**config.mk**
```make
export PLATFORM = sky130hd
export DESIGN_NAME = l2_cache_control_nway
export DESIGN_NICKNAME = d
export VERILOG_FILES = /design/src/rtl/l2_cache_pkg.sv /design/src/rtl/l2_way_prio_enc.sv /design/src/rtl/l2_cache_control_nway.sv
export SDC_FILE = /design/constraint.sdc
export NUM_CORES = 1
export LEC_CHECK = 0
export ABC_AREA = 1
export BUFFER_PORTS_ARGS = -buffer_cell sky130_fd_sc_hd__buf_2
export CAP_MARGIN = 20
export CORE_MARGIN = 10
export CORE_UTILIZATION = 39
export DETAILED_ROUTE_END_ITERATION = 10
export HOLD_SLACK_MARGIN = 0.05
export PLACE_DENSITY = 0.74
export SYNTH_ARGS = -nofsm -noshare
export SYNTH_HDL_FRONTEND = slang
export SYNTH_SLANG_ARGS = --single-unit
```
**constraint.sdc**
```tcl
create_clock -name clk -period 1.3 [get_ports clk]
set_input_delay 0.195 -clock clk [delete_from_list [all_inputs] [get_ports clk]]
set_output_delay 0.195 -clock clk [all_outputs]
set_load 0.05 [all_outputs]
```
**src/rtl/l2_cache_pkg.sv**
```systemverilog
// Shared types for the L2 N-way cache controller.
// State encoding and pmem address-mux select codes.
package l2_cache_pkg;

  typedef enum logic [2:0] {
    IDLE,
    WRITEBACK,
    ALLOCATE,
    FLUSH_CHK,
    FLUSH_WB
  } state_t;

  localparam logic [1:0] PMEM_CPU    = 2'd0;
  localparam logic [1:0] PMEM_VICTIM = 2'd1;
  localparam logic [1:0] PMEM_FLUSH  = 2'd2;

endpackage

```
**src/rtl/l2_way_prio_enc.sv**
```systemverilog
// Lowest-index priority encoder for a per-way hit vector.
// Ports: i_vec (WAYS) -> o_idx (WAY_W), o_onehot (WAYS), o_any.
module l2_way_prio_enc #(
  parameter int WAYS = 4,
  localparam int WAY_W = $clog2(WAYS)
) (
  input  logic [WAYS-1:0]  i_vec,
  output logic [WAY_W-1:0] o_idx,
  output logic [WAYS-1:0]  o_onehot,
  output logic             o_any
);

  always_comb begin
    o_idx = '0;
    // Walk downward so the lowest set bit wins.
    for (int i = WAYS - 1; i >= 0; i--) begin
      if (i_vec[i]) o_idx = WAY_W'(i);
    end
  end

  // Isolate the lowest set bit.
  assign o_onehot = i_vec & (~i_vec + WAYS'(1));
  assign o_any    = |i_vec;

endmodule

```
**src/rtl/l2_cache_control_nway.sv**
```systemverilog
// Control FSM for the L2 N-way write-back cache with a whole-cache flush walk.
// Ports: CPU req (mem_read/mem_write/mem_resp), array lookup inputs
// (hit_vec/lru_way/victim_dirty), per-way array write strobes
// (tag/valid/dirty_load, way_wr_sel, dirty_in, lru_load, fill_sel),
// flush indexing (set_sel/flush_set/flush_way), pmem handshake
// (pmem_read/pmem_write/pmem_addr_sel/pmem_resp), flush_req/flush_done.
// Macro L2_PERF_CNT_EN adds hit_cnt/miss_cnt/wb_cnt outputs.
module l2_cache_control_nway
  import l2_cache_pkg::*;
#(
  parameter int WAYS  = 4,
  parameter int SETS  = 8,
  parameter int CNT_W = 32,
  localparam int WAY_W = $clog2(WAYS),
  localparam int SET_W = $clog2(SETS)
) (
  input  logic             clk,
  input  logic             rst,
  input  logic             mem_read,
  input  logic             mem_write,
  output logic             mem_resp,
  input  logic [WAYS-1:0]  hit_vec,
  input  logic [WAY_W-1:0] lru_way,
  input  logic             victim_dirty,
  output logic             array_read,
  output logic [WAYS-1:0]  tag_load,
  output logic [WAYS-1:0]  valid_load,
  output logic [WAYS-1:0]  dirty_load,
  output logic             dirty_in,
  output logic             lru_load,
  output logic [WAYS-1:0]  way_wr_sel,
  output logic             fill_sel,
  output logic             set_sel,
  output logic [SET_W-1:0] flush_set,
  output logic [WAY_W-1:0] flush_way,
  output logic [1:0]       pmem_addr_sel,
  output logic             pmem_read,
  output logic             pmem_write,
  input  logic             pmem_resp,
  input  logic             flush_req,
  output logic             flush_done
`ifdef L2_PERF_CNT_EN
  ,
  output logic [CNT_W-1:0] hit_cnt,
  output logic [CNT_W-1:0] miss_cnt,
  output logic [CNT_W-1:0] wb_cnt
`endif
);

  state_t r_state;
  state_t w_next;

  logic [SET_W-1:0] r_flush_set;
  logic [WAY_W-1:0] r_flush_way;

  logic             w_req;
  logic             w_hit;
  logic [WAYS-1:0]  w_hit_oh;
  logic [WAY_W-1:0] w_unused_hit_idx;
  logic [WAYS-1:0]  w_lru_oh;
  logic [WAYS-1:0]  w_flush_oh;
  logic             w_adv;
  logic             w_last;
  logic             w_idle;

  l2_way_prio_enc #(
    .WAYS(WAYS)
  ) u_hit_enc (
    .i_vec   (hit_vec),
    .o_idx   (w_unused_hit_idx),
    .o_onehot(w_hit_oh),
    .o_any   (w_hit)
  );

  assign w_req      = mem_read | mem_write;
  assign w_idle     = (r_state == IDLE);
  assign w_lru_oh   = WAYS'(1) << lru_way;
  assign w_flush_oh = WAYS'(1) << r_flush_way;

  assign w_last = (r_flush_set == SET_W'(SETS - 1)) &&
                  (r_flush_way == WAY_W'(WAYS - 1));

  // One walk step completes: clean entry seen, or dirty entry written back.
  assign w_adv = ((r_state == FLUSH_CHK) && !victim_dirty) ||
                 ((r_state == FLUSH_WB) && pmem_resp);

  assign flush_set = r_flush_set;
  assign flush_way = r_flush_way;

  always_ff @(posedge clk or posedge rst) begin
    if (rst) begin
      r_state <= IDLE;
    end else begin
      r_state <= w_next;
    end
  end

  always_ff @(posedge clk or posedge rst) begin
    if (rst) begin
      r_flush_set <= '0;
      r_flush_way <= '0;
    end else if (w_adv) begin
      if (w_last) begin
        r_flush_set <= '0;
        r_flush_way <= '0;
      end else begin
        r_flush_way <= r_flush_way + 1'b1;
        if (r_flush_way == WAY_W'(WAYS - 1)) begin
          r_flush_set <= r_flush_set + 1'b1;
        end
      end
    end
  end

  always_comb begin
    w_next = r_state;
    unique case (r_state)
      IDLE: begin
        if (w_req && !w_hit) begin
          w_next = victim_dirty ? WRITEBACK : ALLOCATE;
        end else if (!w_req && flush_req) begin
          w_next = FLUSH_CHK;
        end
      end
      WRITEBACK: begin
        if (pmem_resp) w_next = ALLOCATE;
      end
      ALLOCATE: begin
        if (pmem_resp) w_next = IDLE;
      end
      FLUSH_CHK: begin
        if (victim_dirty) w_next = FLUSH_WB;
        else if (w_last)  w_next = IDLE;
      end
      FLUSH_WB: begin
        if (pmem_resp) w_next = w_last ? IDLE : FLUSH_CHK;
      end
      default: w_next = IDLE;
    endcase
  end

  always_comb begin
    mem_resp      = 1'b0;
    array_read    = 1'b0;
    tag_load      = '0;
    valid_load    = '0;
    dirty_load    = '0;
    dirty_in      = 1'b0;
    lru_load      = 1'b0;
    way_wr_sel    = '0;
    fill_sel      = 1'b0;
    set_sel       = 1'b0;
    pmem_addr_sel = PMEM_CPU;
    pmem_read     = 1'b0;
    pmem_write    = 1'b0;
    flush_done    = 1'b0;
    unique case (r_state)
      IDLE: begin
        array_read = w_req;
        if (w_req && w_hit) begin
          mem_resp = 1'b1;
          lru_load = 1'b1;
          if (mem_write) begin
            way_wr_sel = w_hit_oh;
            dirty_load = w_hit_oh;
            dirty_in   = 1'b1;
          end
        end
      end
      WRITEBACK: begin
        pmem_write    = 1'b1;
        pmem_addr_sel = PMEM_VICTIM;
      end
      ALLOCATE: begin
        pmem_read  = 1'b1;
        array_read = 1'b1;
        if (pmem_resp) begin
          fill_sel   = 1'b1;
          way_wr_sel = w_lru_oh;
          tag_load   = w_lru_oh;
          valid_load = w_lru_oh;
          dirty_load = w_lru_oh;
        end
      end
      FLUSH_CHK: begin
        set_sel    = 1'b1;
        array_read = 1'b1;
        flush_done = w_adv && w_last;
      end
      FLUSH_WB: begin
        set_sel       = 1'b1;
        pmem_write    = 1'b1;
        pmem_addr_sel = PMEM_FLUSH;
        if (pmem_resp) dirty_load = w_flush_oh;
        flush_done = w_adv && w_last;
      end
      default: begin
        mem_resp = 1'b0;
      end
    endcase
  end

`ifdef L2_PERF_CNT_EN
  logic [CNT_W-1:0] r_hit_cnt;
  logic [CNT_W-1:0] r_miss_cnt;
  logic [CNT_W-1:0] r_wb_cnt;

  always_ff @(posedge clk or posedge rst) begin
    if (rst) begin
      r_hit_cnt  <= '0;
      r_miss_cnt <= '0;
      r_wb_cnt   <= '0;
    end else begin
      if (w_idle && w_req && w_hit) begin
        r_hit_cnt <= r_hit_cnt + 1'b1;
      end
      if (w_idle && w_req && !w_hit) begin
        r_miss_cnt <= r_miss_cnt + 1'b1;
      end
      if (pmem_resp &&
          (r_state == WRITEBACK || r_state == FLUSH_WB)) begin
        r_wb_cnt <= r_wb_cnt + 1'b1;
      end
    end
  end

  assign hit_cnt  = r_hit_cnt;
  assign miss_cnt = r_miss_cnt;
  assign wb_cnt   = r_wb_cnt;
`endif

endmodule

```
* After elaboration in Yosys (flattened, before gate mapping)
Cells that the tools add are included.
** Storage, ports and cells
- Register bits after elaboration :: 8
- Output and inout bits :: 32
- Logic and storage cells :: 74
** Operators by class
- $add $sub $neg :: 3
- Eq/ne operators :: 11
- Shifts and indexed selects :: 2
- Muxes and demuxes :: 33
- Bitwise gates (word level) :: 3
- Reductions and logical operators :: 19
** Operators with widths (number)
- 2-to-1 mux 3 bit :: 9
- 2-to-1 mux 4 bit :: 5
- case mux 3 bit (5 select lines) :: 1
- case mux 4 bit (3 select lines) :: 1
- 2-to-1 mux 1 bit :: 11
- case mux 4 bit (2 select lines) :: 1
- left shift 1 x 2 -> 4 bit, first input constant :: 2
- logical AND 1 bit :: 7
- equality test 3 x 2 -> 1 bit, second input constant :: 2
- equality test 3 bit, second input constant :: 2
- 2-to-1 mux 2 bit :: 3
- inequality test 2 bit, second input constant :: 3
- OR reduction 2 bit :: 3
- AND reduction 5 bit :: 1
- adder 4 x 1 -> 4 bit, second input constant :: 1
- bitwise AND 4 bit :: 1
- inverter 4 bit :: 1
- case mux 2 bit (2 select lines) :: 1
- OR reduction 4 bit :: 1
- adder 3 x 1 -> 3 bit, second input constant :: 1
- equality test 3 x 1 -> 1 bit, second input constant :: 1
- logical NOT 1 bit :: 3
- logical NOT 3 bit :: 1
- inequality test 3 x 1 -> 1 bit, second input constant :: 1
- 8 further kinds :: 8

* Depth between registers and ports, before layout
- Depth in word-level cells :: 6
- Mapped depth :: 9
- Gate-level depth less buffers :: 9

* Cells and area by module
Synthesis repeated with hierarchy kept, for this count alone.
** Second synthesis, totals
- Cells, all modules :: 139
- Area, all modules :: 877.1 µm²
** By module, submodules not included
- l2_cache_control_nway :: instances 1, cells an instance 124, area an instance 812.0 µm²
- l2_way_prio_enc :: instances 1, cells an instance 15, area an instance 65.1 µm²

* Worst setup path before layout
Ideal clock, no wire load.
- Path type :: register to output
- Start point :: register r_state[0]
- End point :: output valid_load[3]
- Arrival time :: 2569 ps
- Required time :: 1105 ps
- Slack :: -1464 ps
- Cell stages (with the launch flop) :: 5
- Cells stage by stage :: dfrtp_1 > inv_1 > nand3_1 > nor4_1 > buf_4
** On the way
- Longest elaborated chain between the ends :: 2
** RTL lines
- start, declared :: line l2_cache_control_nway.sv:50 : state_t r_state;
- start signal, assigned :: line l2_cache_control_nway.sv:94 : r_state <= w_next;
- equality test 3 x 2 -> 1 bit
- 2-to-1 mux 4 bit
- end, declared :: line l2_cache_control_nway.sv:27 : output logic [WAYS-1:0] valid_load,
No other way between the ends.

* Final worst setup path
- Start point :: register r_state[1]
- End point :: output dirty_in
** On the way
- Longest elaborated chain between the ends :: 2
** RTL lines
- logical NOT 3 bit :: line l2_cache_control_nway.sv:157 : unique case (r_state)
- 2-to-1 mux 1 bit :: line l2_cache_control_nway.sv:157
- end, declared :: line l2_cache_control_nway.sv:29 : output logic dirty_in,
No other way between the ends.

==> impl_metrics.ini <==
[outcome]
status = finished, violations left
violations = setup timing

[floorplan]
die_area_sq_mm = 0.00435
rows = 16
die_w_microns = 65.9
boundaryPins = 45
start_util_pct = 41.5
die_y_microns = 65.9
core_area_sq_mm = 0.00198

[sta]
clock_skew_ns = 0.0108
worst_slack_ns = -0.505
clock.fmax_mhz = 554
tightest_slew_ns = 0.316
post-route-min-period_ns = 1.80
final-hold-violation-count = 0
rsz0062_at_grt = yes
drv_slew = 0
setup_viol_count_final = 34
slew_headroom_pct = 78.9
layout_worst_path_cycle_share_pct = 139

[job]
drv_cap = 0

[placed_design]
dp_hpwl_microns = 2580
placed_cells = 221
gp_congestion = 0.810
io_buffers = 44

[layout]
layout_commonest_cell = buf_4
n_antenna_cell = 0
fin_nets = 225
fillCellCount = 75
multi_input_area_sq_um = 712
drive_above_1_share_pct = 63.7
syn_to_final_growth_pct = 120
layout.cells.non_filler = 231
regArea_sq_um = 209
final_cell_mix = 27 x buf_4, 23 x nand2_1, 17 x buf_2, 16 x inv_1, 16 x buf_8
final_util_pct = 91.5

[critical_path]
critPathKind = register to output pin
cp.arrival_ns = 1.61
crit_path_start_kind = register
cp-end-kind = output pin
worstRegToRegCells = 10
reg2reg_from = r_state[1]$_DFFE_PP0P_
crit_path_start = r_state[1]$_DFFE_PP0P_
cp_max_fo = 3
cp.required_ns = 1.11

[cts]
cts_tree = built
ctsRootBufferMaster = clkbuf_4
numCtsBuffers = 3
cts_sinks = 8
h-tree-depth = 1
clkTransAtPathRegs_ns = 0.06
clk_latency_ns = 0.27
ctsLongestPathBuffers = 2

[global_routing]
grt-ovfl-total = 0
grt_first_pass_wirelength_microns = 6350
grt_start_max_net_pins = 9
grtUsageTotal_pct = 18.1
antenna_found_initial = 0
grt_pass1_vias = 1370

[logic_synthesis]
syn_area_per_cell_sq_um = 6.43
synth_warnings = 0
syn_area_sq_um = 823
ys_ff_latch = 8
ys_types = 21
synth_fp_nets = 148
synth_seq_area_share_pct = 24.3
syn_inst = 128

[min_path]
hp-start = pmem_resp
min_path_type = input pin to register
whs_path_depth = 2

[drt]
first_iter_violations = 111
routed_wirelength_microns = 4450
vias = 1233
dr.pass1.iters = 4
viasPerCell = 5.34
ant_nets = 0
drc_errors = 0
wl_per_cell_microns = 19.3

[pwr]
power.leakage_nw = 0.987
p_per_area_mw_per_mm2 = 2310
power_w = 0.00420
ir_worst_vdd_mv = 2.16
## layout make-up
| cell class | count | area share [%] |
|---|---|---|
| clock buffer | 4 | 1.45 |
| inverter | 24 | 5.86 |
| multi-input combinational | 91 | 39.2 |
| sequential | 8 | 11.5 |
| tap | 27 | 1.86 |
| timing repair buffer | 77 | 40.1 |
## synthesized netlist by cell type
library cell  count  area, sq um
nand2_1          33          124
inv_1            22         82.6
nand3_1          21          105
dfrtp_1           8          200
ha_1              7         87.6
nand4_1           6         37.5
buf_4             5         37.5
nor2_1            5         18.8
nor2_2            4         25.0
nand2_2           3         18.8
o21ai_0           3         15.0
inv_2             2         7.51
a21oi_1           1         5.00
and2_1            1         6.26
nand2_4           1         11.3
nor3_1            1         5.00
nor3_2            1         10.0
nor4_1            1         6.26
o21ai_1           1         5.00
o21ai_2           1         8.76
o22ai_1           1         6.26
## through the flow
stage / TNS [ns] / hold WS [ns] / instance area, sq um / setup WS [ns]
finish: -12.72 / 0.191 / 1810 / -0.505
global route: -14.01 / 0.199 / 1810 / -0.543
CTS: -8.62 / 0.188 / 1770 / -0.370
detailed placement: -4.89 / 0.145 / 1440 / -0.258
global placement: -4.04 / 0.146 / 1440 / -0.216
floorplan: -6.81 / 0.0103 / 1030 / -0.478
## worst max-delay path, cell delays in order, from the launching register on
cell and delay [ns]:
dfrtp_2 0.45, nor2_4 0.19, nand2_2 0.12, nor3_4 0.22
and2_4 0.20, buf_8 0.14
## registers in the layout, indices dropped and copies added, names as in the netlist
signal	count
flush_set	3
r_state	3
flush_way	2
## cell families after synthesis
logic type | Yosys count | synth area share, %
compound gates | 7 | 4.86
buf+inv | 29 | 15.5
fa+ha+maj | 7 | 10.6
flops | 8 | 24.3
simple gates | 77 | 44.7
## per-layer routing
metal	up-vias	global-route usage [%]	share of wire [%]
met4	0	8.12	3.8
met1	581	16.4	33
met2	73	35.9	54
met5	-	0	0
met3	19	5.25	8.3
li1	560	-	-
## power breakdown
group	switching, W	internal, W	leakage [nW]
logic	0.00217	0.00128	0.878
clock network	0.000101	0.000118	0.0150
registers	0.000149	0.000375	0.0934
total	0.00242	0.00178	0.987
## worst paths after layout
kind	endpoint	slack, ns
setup / recovery	dirty_in	-0.50
hold / removal	r_state[2]$_DFFE_PP0P_	0.19
min in group asynchronous	r_state[0]$_DFFE_PP0P_	0.42
max in group asynchronous	flush_way[0]$_DFFE_PP0P_	0.61
hold reg to reg	flush_set[2]$_DFFE_PP0P_	0.54
setup reg to reg	r_state[1]$_DFFE_PP0P_	-0.33
## repair_timing
item / CTS / global route
endpoints found under the hold margin: 8 / 0
cloned: 0 / 0
pin swaps: 13 / 8
endpoints found under the setup margin: 34 / 34
buffers inserted: 4 / 3
hold buffers: 1 / 0
gates resized for setup: 80 / 12
No activity file was read; power rests on OpenSTA's default activity.
